==> config.mk <==
export PLATFORM = sky130hd
export DESIGN_NAME = ram_fifo_ctrl
export DESIGN_NICKNAME = d
export VERILOG_FILES = /design/src/rtl/ram_fifo_ctrl_pkg.sv /design/src/rtl/ram_fifo_ctrl_obuf2.sv /design/src/rtl/ram_fifo_ctrl.sv
export SDC_FILE = /design/constraint.sdc
export NUM_CORES = 1
export LEC_CHECK = 0
export BUFFER_PORTS_ARGS = -buffer_cell sky130_fd_sc_hd__clkbuf_2
export CAP_MARGIN = 20
export CORE_MARGIN = 8
export CORE_UTILIZATION = 45
export DETAILED_ROUTE_END_ITERATION = 10
export PLACE_DENSITY = 0.79
export SYNTH_ARGS = -nofsm -noshare
export SYNTH_HDL_FRONTEND = slang
export SYNTH_SLANG_ARGS = --single-unit
==> constraint.sdc <==
create_clock -name clk -period 5.16 [get_ports clk]
set_clock_uncertainty 0.15 [all_clocks]
set_input_delay 0.258 -clock clk [delete_from_list [all_inputs] [get_ports clk]]
set_output_delay 0.258 -clock clk [all_outputs]
set_load 0.03 [all_outputs]
==> src/rtl/ram_fifo_ctrl_pkg.sv <==
// ram_fifo_ctrl_pkg: geometry shared by the FIFO controller, its RAM and their benches
package ram_fifo_ctrl_pkg;
  localparam int FIFO_DW    = 8;
  localparam int FIFO_AW    = 6;
  localparam int FIFO_DEPTH = 2 ** FIFO_AW;
  localparam int FIFO_CW    = FIFO_AW + 2;
endpackage

==> src/rtl/ram_fifo_ctrl_obuf2.sv <==
// fifo_obuf2: two-entry output skid buffer that absorbs the RAM read latency
module fifo_obuf2 #(
  parameter int DW = 8
) (
  input  logic          clk,
  input  logic          rst_n,
  input  logic          i_push,
  input  logic [DW-1:0] i_data,
  input  logic          i_pop,
  output logic [DW-1:0] o_data,
  output logic [1:0]    o_occ,
  output logic          o_valid
);
  logic [DW-1:0] r_d0;
  logic [DW-1:0] r_d1;
  logic [1:0]    r_occ;
  logic          w_slot;

  // new word lands in entry 1 only if entry 0 still holds something after this pop
  assign w_slot  = (r_occ == 2'd2) || (r_occ == 2'd1 && !i_pop);
  assign o_data  = r_d0;
  assign o_occ   = r_occ;
  assign o_valid = r_occ != 2'd0;

  // shift on pop, then append the captured word behind whatever remains
  always_ff @(posedge clk or negedge rst_n) begin
    if (!rst_n) begin
      r_occ <= '0;
      r_d0  <= '0;
      r_d1  <= '0;
    end else begin
      r_occ <= r_occ + {1'b0, i_push} - {1'b0, i_pop};
      if (i_pop) r_d0 <= r_d1;
      if (i_push && !w_slot) r_d0 <= i_data;
      if (i_push && w_slot) r_d1 <= i_data;
    end
  end
endmodule

==> src/rtl/ram_fifo_ctrl.sv <==
// ram_fifo_ctrl: valid/ready stream FIFO around a 64x8 dual-port RAM with 1-cycle read latency
module ram_fifo_ctrl
  import ram_fifo_ctrl_pkg::*;
#(
  parameter int DW = FIFO_DW,
  parameter int AW = FIFO_AW
) (
  input  logic          clk,
  input  logic          rst_n,
  input  logic [DW-1:0] in_data,
  input  logic          in_valid,
  output logic          in_ready,
  output logic [DW-1:0] out_data,
  output logic          out_valid,
  input  logic          out_ready,
  output logic [DW-1:0] ram_data1,
  output logic [AW-1:0] ram_adr1,
  output logic          ram_we1,
  output logic [DW-1:0] ram_data2,
  output logic [AW-1:0] ram_adr2,
  output logic          ram_we2,
  input  logic [DW-1:0] ram_q2,
  output logic [AW+1:0] count,
  output logic          empty
);
  localparam logic [AW:0] L_FULL = {1'b1, {AW{1'b0}}};

  logic [AW-1:0] r_wr_ptr;
  logic [AW-1:0] r_rd_ptr;
  logic [AW:0]   r_mem_cnt;
  logic          r_inflight;
  logic [1:0]    w_occ;
  logic          w_push;
  logic          w_pop;
  logic [2:0]    w_room;
  logic          w_rd_issue;

  assign in_ready   = r_mem_cnt != L_FULL;
  assign w_push     = in_valid && in_ready;
  assign w_pop      = out_valid && out_ready;
  // words the output buffer will hold after this edge, before any new read
  assign w_room     = {1'b0, w_occ} + {2'b0, r_inflight} - {2'b0, w_pop};
  assign w_rd_issue = (r_mem_cnt != '0) && (w_room < 3'd2);

  assign ram_data1 = in_data;
  assign ram_adr1  = r_wr_ptr;
  assign ram_we1   = w_push && rst_n;
  assign ram_data2 = '0;
  assign ram_adr2  = r_rd_ptr;
  assign ram_we2   = 1'b0;

  assign count = (AW+2)'(r_mem_cnt) + (AW+2)'(r_inflight) + (AW+2)'(w_occ);
  assign empty = count == '0;

  // pointers and RAM occupancy; a word written this edge is readable from the next cycle on
  always_ff @(posedge clk or negedge rst_n) begin
    if (!rst_n) begin
      r_wr_ptr   <= '0;
      r_rd_ptr   <= '0;
      r_mem_cnt  <= '0;
      r_inflight <= 1'b0;
    end else begin
      r_wr_ptr   <= r_wr_ptr + AW'(w_push);
      r_rd_ptr   <= r_rd_ptr + AW'(w_rd_issue);
      r_mem_cnt  <= r_mem_cnt + (AW+1)'(w_push) - (AW+1)'(w_rd_issue);
      r_inflight <= w_rd_issue;
    end
  end

  fifo_obuf2 #(.DW(DW)) u_obuf (
    .clk     (clk),
    .rst_n   (rst_n),
    .i_push  (r_inflight),
    .i_data  (ram_q2),
    .i_pop   (w_pop),
    .o_data  (out_data),
    .o_occ   (w_occ),
    .o_valid (out_valid)
  );
endmodule

==> out/metrics.cfg <==
[cts]
cts_tree = built
postCtsSetupRepairBufs = 0
h-tree-depth = 2
ctsResizeCount = 0
clk_pin_slew_ns = 0.07
clock_path_buffers = 2
insertion_delay_ns = 0.29
clock-sinks = 38
cts_hold_buf = 1
root_buffer = clkbuf_8
numCtsBuffers = 5

[grt]
antenna_found_initial = 0
grt_pass1_wl_um = 6840
grt_pass1_vias = 1494
overflow = 0
grtUsageTotal = 0.120
grt_max_degree = 40

[synthesis]
yosys.area.top_type = dfrtp_1
synth_flop_cell = dfrtp_1
avgSynthCellArea_um2 = 11.8
syn_area_um2 = 2190
yosys_warnings = 0
synth_edf_count = 0
ys_types = 32
ys_async_sr_fraction = 1.00
synth.area.top_cells = dfrtp_1, mux2_2, ha_1
synth_top_area_frac = 0.434
yosysSeqAreaShare = 0.434
synth-seq-cells = 38
syn_inst = 185

[setup_path]
crit_path_start_kind = register
endpoint_kind = register
regToRegSetupSlack_ns = 1.27
cp_max_fo = 10
path_cells = or2_2, nand2_4, mux2i_1, ha_1, inv_1, fa_1, inv_1, nor3_1, ha_1, inv_1, ha_1, inv_1, fa_1, nor2b_4, o311a_1, or4_1, nand3_1
crit_path_start = u_obuf.o_occ[1]
critical_path.endpoint = r_mem_cnt[6]
cp_slowest_cell = dfrtp_1
crit_arrival_ns = 3.97
cp.required_ns = 5.24
ff2ff_path_depth = 17
r2r_start = u_obuf.o_occ[1]
max_stage_delay_ns = 0.51
cp_common_cell = inv_1
reg2reg_to = r_mem_cnt[6]
crit_type = register to register

[job]
max-cap-violations = 0

[detailed_routing]
viasPerCell = 4.72
wirelength_um = 4220
num_vias = 1392
drt-initial-drc-count = 49
antenna_left = 0
detail_route.wl_per_cell_um = 14.3
drc_errors = 0
dr.pass1.iters = 4

[cells_and_area]
final_layout_size_suffix_gt1_frac = 0.351
area_delta_synth_final_pct = 13.9
fin_nets = 270
n_fill_cell = 418
final_cell_mix = clkbuf_2, dfrtp_1, mux2_2
mostFrequentLayoutCell = clkbuf_2
n_antenna_cell = 0

[run_status]
status = finished, final reports clean

[die]
core.rowCount = 25
die-height_um = 85.8
core_area_um2 = 4720
die-area_um2 = 7360
initial_core_util = 0.464
num_io_pins = 69
die_width_um = 85.8

[timing]
fin_ws_ns = 1.27
setup_viol = 0
period_share = 0.755
timing.fmax_ghz = 0.257
fin_crit_ns = 3.89
drv_slew = 0
hold_viol = 0
rsz0062_at_grt = false
tns_ns = 0

[worst_hold_path]
hold_path.class = input port to register

[placement]
place_congestion = 0.812
place_ws_ns = 1.30
dp_hpwl_um = 3310
port_buffers = 43

stage by stage:
step	hold slack, ns	util	std cells	area (µm²)
global route	0.0486	0.528	295	2500
CTS	0.0532	0.528	295	2500
detailed placement	0.189	0.507	286	2390
global placement	0.189	0.507	286	2390
finish	0.0580	0.528	295	2500
floorplan	-0.188	-	193	2220
flip-flops by register name, summed over array words and instances, names as in the netlist:
name,flops
u_obuf.o_occ,2
ram_adr1,6
ram_adr2,6
r_inflight,1
r_mem_cnt,7
u_obuf.r_d1,8
u_obuf.o_data,8
cell type report:
type,count,area [µm²],area share
clock buffer,7,86.3,0.0346
sequential,38,951,0.381
tap,67,83.8,0.0336
inverter,13,48.8,0.0195
timing repair buffer,45,233,0.0932
clock inverter,1,5.00,0.00201
multi-input combinational,124,1090,0.436
synthesized netlist by cell type (2+ instances only):
cell type	n
a21oi_1	4
buf_4	17
mux2_2	24
mux2i_1	3
inv_1	13
xnor2_1	11
nor3_1	4
dfrtp_1	38
fa_1	4
ha_1	19
nand2_1	6
nand3_1	6
or4_1	2
nor2b_1	2
nor2_1	4
o21ai_0	2
xor2_1	7
a21o_1	2
and3_1	4
how the worst min path moves through the flow:
stage               slack, ns                to  depth (start not counted)      start
floorplan               -0.19        r_inflight                          0      rst_n
global placement         0.19    u_obuf.r_d1[5]                          2      rst_n
detailed placement       0.19  u_obuf.o_data[5]                          2      rst_n
CTS                      0.05    u_obuf.r_d1[5]                          2  ram_q2[5]
global route             0.05    u_obuf.r_d1[5]                          2  ram_q2[5]
finish                   0.06    u_obuf.r_d1[5]                          2  ram_q2[5]
worst max-delay path: cells and delay by family (launching register included):
| kind | cells | cell delay (ns) |
|---|---|---|
| simple gates | 6 | 1.23 |
| compound gates | 1 | 0.31 |
| flops | 1 | 0.51 |
| mux | 1 | 0.14 |
| buf+inv | 4 | 0.23 |
| fa+ha+maj | 5 | 1.25 |
kinds of logic (layout without fill, tap and decap cells):
family | Yosys count | after routing | synth area share
buffers and inverters | 31 | 66 | 0.0828
xor gates and xnor gates | 18 | 18 | 0.0720
and+or+nand+nor | 36 | 36 | 0.0942
muxes | 27 | 27 | 0.137
AOI/OAI and AO/OA | 11 | 11 | 0.0331
other | 1 | 9 | 0.00171
DFF | 38 | 38 | 0.434
adders and majority gates | 23 | 23 | 0.145
metal layers:
layer / share of wire / track usage
met1: 0.40 / 0.119
met4: 0.016 / 0.0541
met2: 0.52 / 0.214
met3: 0.062 / 0.0458
met5: 0 / 0
Power is not shown: default switching activity piles up to over one toggle a cycle in this logic, so the estimate is an artifact.
